`config.mk`:
```
export PLATFORM = sky130hd
export DESIGN_NAME = mc_ctrl_hs
export DESIGN_NICKNAME = d
export VERILOG_FILES = /design/src/rtl/mc_pkg.sv /design/src/rtl/mc_watchdog.sv /design/src/rtl/mc_ctrl_hs.sv
export SDC_FILE = /design/constraint.sdc
export NUM_CORES = 1
export LEC_CHECK = 0
export BUFFER_PORTS_ARGS = -buffer_cell sky130_fd_sc_hd__buf_2
export CORE_ASPECT_RATIO = 1.25
export CORE_UTILIZATION = 55
export DETAILED_ROUTE_END_ITERATION = 8
export PLACE_DENSITY_LB_ADDON = 0.2
export SLEW_MARGIN = 20
export SYNTH_ARGS = -nofsm -noshare
export SYNTH_HDL_FRONTEND = slang
export SYNTH_SLANG_ARGS = --single-unit
export TNS_END_PERCENT = 10
```
`constraint.sdc`:
```
create_clock -name clk -period 4.1 [get_ports clk]
set_input_delay 0.82 -clock clk [delete_from_list [all_inputs] [get_ports clk]]
set_output_delay 0.82 -clock clk [all_outputs]
set_load 0.01 [all_outputs]
```
`src/rtl/mc_pkg.sv`:
```
// Shared constants for the multicycle MIPS control unit: opcodes, state
// encodings and the datapath mux/ALU select codes.
package mc_pkg;

  localparam int OP_ADDU  = 0;
  localparam int OP_SUBU  = 1;
  localparam int OP_ORI   = 2;
  localparam int OP_LW    = 3;
  localparam int OP_SW    = 4;
  localparam int OP_BEQ   = 5;
  localparam int OP_JAL   = 6;
  localparam int OP_BNE   = 7;
  localparam int OP_ADDIU = 8;
  localparam int OP_LUI   = 9;
  localparam int OP_JR    = 10;
  localparam int OP_SLT   = 11;

  typedef enum logic [3:0] {
    S_IF     = 4'd0,
    S_DEC    = 4'd1,
    S_REXEC  = 4'd2,
    S_RFIN   = 4'd3,
    S_IEXEC  = 4'd4,
    S_IFIN   = 4'd5,
    S_MCALC  = 4'd6,
    S_MLOAD  = 4'd7,
    S_MLDFIN = 4'd8,
    S_MSTORE = 4'd9,
    S_BR     = 4'd10,
    S_JAL    = 4'd11,
    S_JR     = 4'd12,
    S_ERR    = 4'd13
  } state_t;

  localparam logic [2:0] ALU_ADD = 3'b000;
  localparam logic [2:0] ALU_SUB = 3'b001;
  localparam logic [2:0] ALU_OR  = 3'b010;
  localparam logic [2:0] ALU_SLT = 3'b011;
  localparam logic [2:0] ALU_LUI = 3'b100;

  localparam logic [1:0] ALU_B_FOUR   = 2'b00;
  localparam logic [1:0] ALU_B_RB     = 2'b01;
  localparam logic [1:0] ALU_B_BRANCH = 2'b10;
  localparam logic [1:0] ALU_B_EXT    = 2'b11;

  localparam logic [1:0] PC_TARGET = 2'b00;
  localparam logic [1:0] PC_ALU    = 2'b01;
  localparam logic [1:0] PC_JUMP   = 2'b10;
  localparam logic [1:0] PC_RA     = 2'b11;

  localparam logic [1:0] RF_W_RT  = 2'b00;
  localparam logic [1:0] RF_W_RD  = 2'b01;
  localparam logic [1:0] RF_W_R31 = 2'b10;

  localparam logic [1:0] RF_DIN_DR  = 2'b00;
  localparam logic [1:0] RF_DIN_ALU = 2'b01;
  localparam logic [1:0] RF_DIN_PC  = 2'b10;

  localparam logic [1:0] ERR_NONE    = 2'b00;
  localparam logic [1:0] ERR_IMEM    = 2'b01;
  localparam logic [1:0] ERR_DMEM    = 2'b10;
  localparam logic [1:0] ERR_ILLEGAL = 2'b11;

endpackage

```
`src/rtl/mc_watchdog.sv`:
```
// Bus wait watchdog: counts unacknowledged request cycles and flags the
// cycle in which the wait budget runs out. TIMEOUT = 0 disables it.
module mc_watchdog #(
  parameter int TIMEOUT = 16
) (
  input  logic clk,
  input  logic rst,
  input  logic i_clr,
  input  logic i_en,
  input  logic i_ack,
  output logic o_timeout
);

  localparam int WC_W = (TIMEOUT > 1) ? $clog2(TIMEOUT) : 1;
  localparam logic [WC_W-1:0] LAST = (TIMEOUT > 0) ? WC_W'(TIMEOUT - 1) : '0;

  logic [WC_W-1:0] r_wait_cnt;

  // NOTE: sequential state uses non-blocking assignments so every register
  // samples the pre-edge values of its neighbours.
  always_ff @(posedge clk or posedge rst) begin
    if (rst)                 r_wait_cnt <= '0;
    else if (i_clr)          r_wait_cnt <= '0;
    else if (i_en && !i_ack) r_wait_cnt <= r_wait_cnt + 1'b1;
  end

  // An ack in the last allowed cycle suppresses the timeout.
  assign o_timeout = (TIMEOUT != 0) && i_en && !i_ack && (r_wait_cnt == LAST);

endmodule

```
`src/rtl/mc_ctrl_hs.sv`:
```
// Multicycle MIPS control FSM with req/ack memory handshake, bus watchdog,
// illegal-op trap and retired-instruction counter.
module mc_ctrl_hs
  import mc_pkg::*;
#(
  parameter int OP_W    = 4,
  parameter int TIMEOUT = 16,
  parameter int CNT_W   = 32
) (
  input  logic             clk,
  input  logic             rst,
  input  logic [OP_W-1:0]  i_op,
  input  logic             i_zf,
  input  logic             i_imem_ack,
  input  logic             i_dmem_ack,
  output logic             o_im_req,
  output logic             o_dm_rd_req,
  output logic             o_dm_wr_req,
  output logic             o_pc_wr,
  output logic             o_ir_wr,
  output logic             o_ab_wr,
  output logic             o_target_wr,
  output logic             o_alu_wr,
  output logic             o_dr_wr,
  output logic             o_rf_wr,
  output logic             o_ext_sz,
  output logic             o_alu_a_sel,
  output logic [1:0]       o_alu_b_sel,
  output logic [2:0]       o_alu_ctrl,
  output logic [1:0]       o_pc_sel,
  output logic [1:0]       o_rf_w_sel,
  output logic [1:0]       o_rf_din_sel,
  output logic [3:0]       o_state,
  output logic             o_retire,
  output logic [CNT_W-1:0] o_retired_cnt,
  output logic             o_err,
  output logic [1:0]       o_err_code
);

  state_t           r_state, w_next;
  logic             r_err;
  logic [1:0]       r_err_code, w_err_code;
  logic [CNT_W-1:0] r_retired_cnt;

  logic w_im_req, w_dm_rd_req, w_dm_wr_req;
  logic w_pc_wr, w_ir_wr, w_ab_wr, w_target_wr, w_alu_wr, w_dr_wr, w_rf_wr;
  logic w_retire, w_timeout, w_wd_en, w_wd_clr, w_wd_ack;

  assign w_wd_en  = (r_state == S_IF) || (r_state == S_MLOAD) || (r_state == S_MSTORE);
  assign w_wd_ack = (r_state == S_IF) ? i_imem_ack : i_dmem_ack;
  assign w_wd_clr = (w_next != r_state) &&
                    ((w_next == S_IF) || (w_next == S_MLOAD) || (w_next == S_MSTORE));

  mc_watchdog #(.TIMEOUT(TIMEOUT)) u_watchdog (
    .clk       (clk),
    .rst       (rst),
    .i_clr     (w_wd_clr),
    .i_en      (w_wd_en),
    .i_ack     (w_wd_ack),
    .o_timeout (w_timeout)
  );

  // NOTE: every output of this block gets a default first, so no path can
  // leave a signal unassigned and infer a latch.
  always_comb begin
    w_next       = r_state;
    w_err_code   = ERR_NONE;
    w_im_req     = 1'b0;
    w_dm_rd_req  = 1'b0;
    w_dm_wr_req  = 1'b0;
    w_pc_wr      = 1'b0;
    w_ir_wr      = 1'b0;
    w_ab_wr      = 1'b0;
    w_target_wr  = 1'b0;
    w_alu_wr     = 1'b0;
    w_dr_wr      = 1'b0;
    w_rf_wr      = 1'b0;
    w_retire     = 1'b0;
    o_ext_sz     = 1'b1;
    o_alu_a_sel  = 1'b0;
    o_alu_b_sel  = ALU_B_FOUR;
    o_alu_ctrl   = ALU_ADD;
    o_pc_sel     = PC_TARGET;
    o_rf_w_sel   = RF_W_RT;
    o_rf_din_sel = RF_DIN_DR;
    case (r_state)
      S_IF: begin
        w_im_req = 1'b1;
        o_pc_sel = PC_ALU;
        if (i_imem_ack) begin
          w_pc_wr = 1'b1;
          w_ir_wr = 1'b1;
          w_next  = S_DEC;
        end else if (w_timeout) begin
          w_next     = S_ERR;
          w_err_code = ERR_IMEM;
        end
      end
      S_DEC: begin
        w_ab_wr     = 1'b1;
        w_target_wr = 1'b1;
        o_alu_b_sel = ALU_B_BRANCH;
        case (i_op)
          OP_W'(OP_ADDU), OP_W'(OP_SUBU), OP_W'(OP_SLT): w_next = S_REXEC;
          OP_W'(OP_ORI), OP_W'(OP_ADDIU), OP_W'(OP_LUI): w_next = S_IEXEC;
          OP_W'(OP_LW), OP_W'(OP_SW):                    w_next = S_MCALC;
          OP_W'(OP_BEQ), OP_W'(OP_BNE):                  w_next = S_BR;
          OP_W'(OP_JAL):                                 w_next = S_JAL;
          OP_W'(OP_JR):                                  w_next = S_JR;
          default: begin
            w_next     = S_ERR;
            w_err_code = ERR_ILLEGAL;
          end
        endcase
      end
      S_REXEC: begin
        o_alu_a_sel = 1'b1;
        o_alu_b_sel = ALU_B_RB;
        w_alu_wr    = 1'b1;
        w_next      = S_RFIN;
        if (i_op == OP_W'(OP_SUBU))     o_alu_ctrl = ALU_SUB;
        else if (i_op == OP_W'(OP_SLT)) o_alu_ctrl = ALU_SLT;
      end
      S_RFIN: begin
        o_rf_w_sel   = RF_W_RD;
        o_rf_din_sel = RF_DIN_ALU;
        w_rf_wr      = 1'b1;
        w_retire     = 1'b1;
        w_next       = S_IF;
      end
      S_IEXEC: begin
        o_alu_a_sel = 1'b1;
        o_alu_b_sel = ALU_B_EXT;
        w_alu_wr    = 1'b1;
        w_next      = S_IFIN;
        if (i_op == OP_W'(OP_ORI)) begin
          o_ext_sz   = 1'b0;
          o_alu_ctrl = ALU_OR;
        end else if (i_op == OP_W'(OP_LUI)) begin
          o_alu_ctrl = ALU_LUI;
        end
      end
      S_IFIN: begin
        o_rf_din_sel = RF_DIN_ALU;
        w_rf_wr      = 1'b1;
        w_retire     = 1'b1;
        w_next       = S_IF;
      end
      S_MCALC: begin
        o_alu_a_sel = 1'b1;
        o_alu_b_sel = ALU_B_EXT;
        w_alu_wr    = 1'b1;
        w_next      = (i_op == OP_W'(OP_SW)) ? S_MSTORE : S_MLOAD;
      end
      S_MLOAD: begin
        w_dm_rd_req = 1'b1;
        if (i_dmem_ack) begin
          w_dr_wr = 1'b1;
          w_next  = S_MLDFIN;
        end else if (w_timeout) begin
          w_next     = S_ERR;
          w_err_code = ERR_DMEM;
        end
      end
      S_MLDFIN: begin
        o_rf_din_sel = RF_DIN_DR;
        w_rf_wr      = 1'b1;
        w_retire     = 1'b1;
        w_next       = S_IF;
      end
      S_MSTORE: begin
        w_dm_wr_req = 1'b1;
        if (i_dmem_ack) begin
          w_retire = 1'b1;
          w_next   = S_IF;
        end else if (w_timeout) begin
          w_next     = S_ERR;
          w_err_code = ERR_DMEM;
        end
      end
      S_BR: begin
        o_alu_a_sel = 1'b1;
        o_alu_b_sel = ALU_B_RB;
        o_alu_ctrl  = ALU_SUB;
        o_pc_sel    = PC_TARGET;
        w_pc_wr     = (i_op == OP_W'(OP_BNE)) ? ~i_zf : i_zf;
        w_retire    = 1'b1;
        w_next      = S_IF;
      end
      S_JAL: begin
        o_pc_sel     = PC_JUMP;
        w_pc_wr      = 1'b1;
        o_rf_w_sel   = RF_W_R31;
        o_rf_din_sel = RF_DIN_PC;
        w_rf_wr      = 1'b1;
        w_retire     = 1'b1;
        w_next       = S_IF;
      end
      S_JR: begin
        o_pc_sel = PC_RA;
        w_pc_wr  = 1'b1;
        w_retire = 1'b1;
        w_next   = S_IF;
      end
      S_ERR: w_next = S_ERR;
      default: w_next = S_IF;
    endcase
  end

  always_ff @(posedge clk or posedge rst) begin
    if (rst) begin
      r_state       <= S_IF;
      r_err         <= 1'b0;
      r_err_code    <= ERR_NONE;
      r_retired_cnt <= '0;
    end else begin
      r_state <= w_next;
      if (w_next == S_ERR && r_state != S_ERR) begin
        r_err      <= 1'b1;
        r_err_code <= w_err_code;
      end
      if (w_retire) r_retired_cnt <= r_retired_cnt + 1'b1;
    end
  end

  // The state register already reads IF under reset; requests and enables
  // are masked so the datapath and memories see nothing until release.
  assign o_im_req      = w_im_req    & ~rst;
  assign o_dm_rd_req   = w_dm_rd_req & ~rst;
  assign o_dm_wr_req   = w_dm_wr_req & ~rst;
  assign o_pc_wr       = w_pc_wr     & ~rst;
  assign o_ir_wr       = w_ir_wr     & ~rst;
  assign o_ab_wr       = w_ab_wr     & ~rst;
  assign o_target_wr   = w_target_wr & ~rst;
  assign o_alu_wr      = w_alu_wr    & ~rst;
  assign o_dr_wr       = w_dr_wr     & ~rst;
  assign o_rf_wr       = w_rf_wr     & ~rst;
  assign o_retire      = w_retire    & ~rst;
  assign o_state       = r_state;
  assign o_retired_cnt = r_retired_cnt;
  assign o_err         = r_err;
  assign o_err_code    = r_err_code;

endmodule

```
==> impl_metrics.tcl <==
set metrics [dict create \
    reg2regPathDepth 7 \
    synth_seq_area_share_pct 40.7 \
    syn-num-nets 307 \
    sw_frac_of_total_pct 42.9 \
    ir_drop_mv 0.352 \
    reg2reg_slack_ns 1.43 \
    max-cap-violations 0 \
    dp_hpwl_um 4190 \
    tightest_slew_ns 0.788 \
    cts_root_buf "clkbuf_8" \
    synthMuxAreaShare_pct 0.805 \
    synthDistinctLibCells 50 \
    power.leakage_nw 1.51 \
    routed_wl_um 5710 \
    drc 0 \
    core_area_um2 4490 \
    synth_top_family_by_area "simple AND/OR/NAND/NOR gates" \
    fin_skew_ns 0.00565 \
    cts.sinks 43 \
    finalCriticalPeriod_ns 3.19 \
    fillers 364 \
    slew_viol_final 0 \
    finalSetupTns_ns 0 \
    yosys.area_share.adder_pct 0.947 \
    yosysWarnings 0 \
    r2r-start "o_state[0]$_DFF_PP0_" \
    use_met1_pct 29.7 \
    first_pass_iters 4 \
    die_h_um 79.5 \
    ios 72 \
    synth-compound-area-share_pct 12.2 \
    synth_seq_cells 43 \
    finalCritPeriodShare_pct 77.8 \
    worstPathArrival_ns 2.37 \
    critPathKind "flip-flop to output pin" \
    grt.busiest_layer "met2" \
    grt_max_degree 44 \
    grt_pass1_wl_um 9390 \
    gp_congestion 0.848 \
    final_hold_viol_count 0 \
    initial_core_util_pct 58.8 \
    worstHoldPathCells 1 \
    post_cts_resized 0 \
    dr_total_vias 2331 \
    synthXorXnorAreaFrac_pct 12.6 \
    cp_max_fo 26 \
    ant_nets 0 \
    cts_tree "yes" \
    synth_edf_count 0 \
    wl_per_cell_um 13.7 \
    fmax_mhz 314 \
    die_w_um 64.0 \
    grt_use_met2_pct 39.8 \
    setup_violations 0 \
    synthArstFlopShare_pct 100 \
    holdPathEnd "o_err$_DFFE_PP0P_" \
    overflow 0 \
    grt_usage_pct 23.6 \
    final_area_um2 3090 \
    clkLatencyLatePin_ns 0.30 \
    num_rows 27 \
    cp-end-kind "output pin" \
    intPower_mw 0.942 \
    p_clk_share_pct 16.5 \
    rsz0062_at_grt "false" \
    slew_headroom_pct 47.5 \
    cts_max_path_buffers 2 \
    grt_pass1_vias 2105 \
    hold_buffers 0 \
    synthesis.area_um2 2640 \
    status "complete, no violations" \
    area_growth_pct 16.7 \
    required_ns 3.28 \
    power_frac_comb_pct 44.5 \
    via_per_inst 5.60 \
    p_sw_mw 0.709 \
    placed_area_um2 2990 \
    min_path_type "flip-flop to flip-flop" \
    postCtsSetupBuffers 0 \
    nets 368 \
    worstHoldStart "o_err$_DFFE_PP0P_" \
    drive_gt1_share_pct 24.3 \
    port_buffers 71 \
    r2r_end "o_err_code[0]$_DFFE_PP0P_" \
    drtIter0Drc 134 \
    syn_inst 296 \
    htreeDepth 2 \
    synth-simple-area-share_pct 28.3 \
    n_antenna_cell 0 \
    power_density_nw_per_um2 535 \
    use_met3_pct 4.00 \
    cts_buffers 5 \
    critPathLaunchType "flip-flop" \
    antenna_found_initial 0 \
    path_clk_slew_ns 0.08 \
    syn_avg_cell_area_um2 8.93 \
    dieArea_um2 5090 \
    synth_ff_type "dfrtp_1" \
    seqPwrFrac_pct 39.0 \
    crit_start "o_state[2]$_DFF_PP0_" \
]
placed cells by master, fill, tap and decap left out, types with 2 or more instances in the layout:
cell	synthesis	final
nor2b_1	9	9
nor3_1	8	8
clkbuf_8	0	5
o21ai_0	11	11
clkinvlp_4	0	2
or2_1	2	2
and3_1	7	7
nand2_1	21	21
ha_1	2	2
nand2b_1	8	8
a21oi_1	11	11
o211ai_1	8	8
xor2_1	6	6
inv_1	9	9
and3b_1	3	3
a31oi_1	4	4
and4_1	3	3
xnor2_1	32	32
nand3_1	19	19
nor3b_1	2	2
and2_1	3	3
nor2_1	28	28
buf_2	3	71
nand4_1	8	8
dfrtp_1	43	43
o21a_1	6	6
nor4_1	3	3
nand3b_1	2	2
metal layers:
metal  up-vias  share of wire [%]
met1      1103                 43
met2        65                 50
met5         -                  0
met3        13                4.6
li1       1150                  -
met4         0                2.0
kinds of logic (layout without fill, tap and decap cells):
group / Yosys count / count (layout)
compound gates: 50 / 50
xor+xnor: 38 / 38
fa+ha+maj: 2 / 2
buf+inv: 27 / 89
flops: 43 / 43
mux: 2 / 2
simple gates: 134 / 134
cells in the mapped netlist (all sizes together) (9+ instances only):
library cell   n  area, µm²
dfrtp         43       1080
xnor2         32        280
nor2          28        105
nand2         21       78.8
nand3         19       95.1
o21ai         12       60.1
a21oi         11       55.1
clkbuf        10       37.5
inv            9       33.8
nor2b          9       56.3
sequential cells by signal (all words and copies together) (netlist names):
| name | flops |
|---|---|
| o_retired_cnt | 32 |
| o_err | 1 |
| o_err_code | 2 |
| u_watchdog.r_wait_cnt | 4 |
| o_state | 4 |
worst max-delay path by stage:
stage                     slack, ns  endpoint  depth (start not counted)
after detailed placement       1.29  o_ext_sz                          4
after global routing           0.71  o_ext_sz                          4
after global placement         1.32   o_pc_wr                          8
after CTS                      0.95  o_ext_sz                          4
final                          0.91  o_ext_sz                          4
after floorplan                1.01   o_pc_wr                          3
power groups by stage:
stage               Clock (mW)  Sequential, mW  Combinational (mW)
finish                   0.272           0.644               0.735
detailed placement           0           0.648               0.736
global placement             0           0.642               0.728
floorplan                    0           0.586               0.600
global route             0.294           0.661               0.819
CTS                      0.279           0.640               0.739
stage by stage:
stage | total power, mW | instances | utilization (%) | hold WS [ns] | setup WS (ns)
after floorplan | 1.19 | 296 | - | 0.502 | 1.01
after global placement | 1.37 | 408 | 66.6 | 0.442 | 1.32
after detailed placement | 1.38 | 408 | 66.6 | 0.460 | 1.29
after CTS | 1.66 | 416 | 68.7 | 0.482 | 0.954
after global routing | 1.77 | 416 | 68.7 | 0.491 | 0.714
final | 1.65 | 416 | 68.7 | 0.477 | 0.912
final cells by class:
cell class / count / area (µm²) / area share, %
clock inverters: 3 / 23.8 / 0.770
multi-input cells: 226 / 1450 / 46.9
clock buffers: 5 / 68.8 / 2.23
well taps: 58 / 72.6 / 2.35
inverters: 9 / 33.8 / 1.09
repair buffers: 72 / 363 / 11.8
flip-flops and latches: 43 / 1080 / 34.9
worst max-delay path, cell delays in order (launching register included):
cell      delay, ns
dfrtp_1        0.85
nand2b_1       0.28
nor2_1         0.18
or4b_2         0.59
buf_2          0.16
Note: power is estimated with default switching activity, not from simulation.
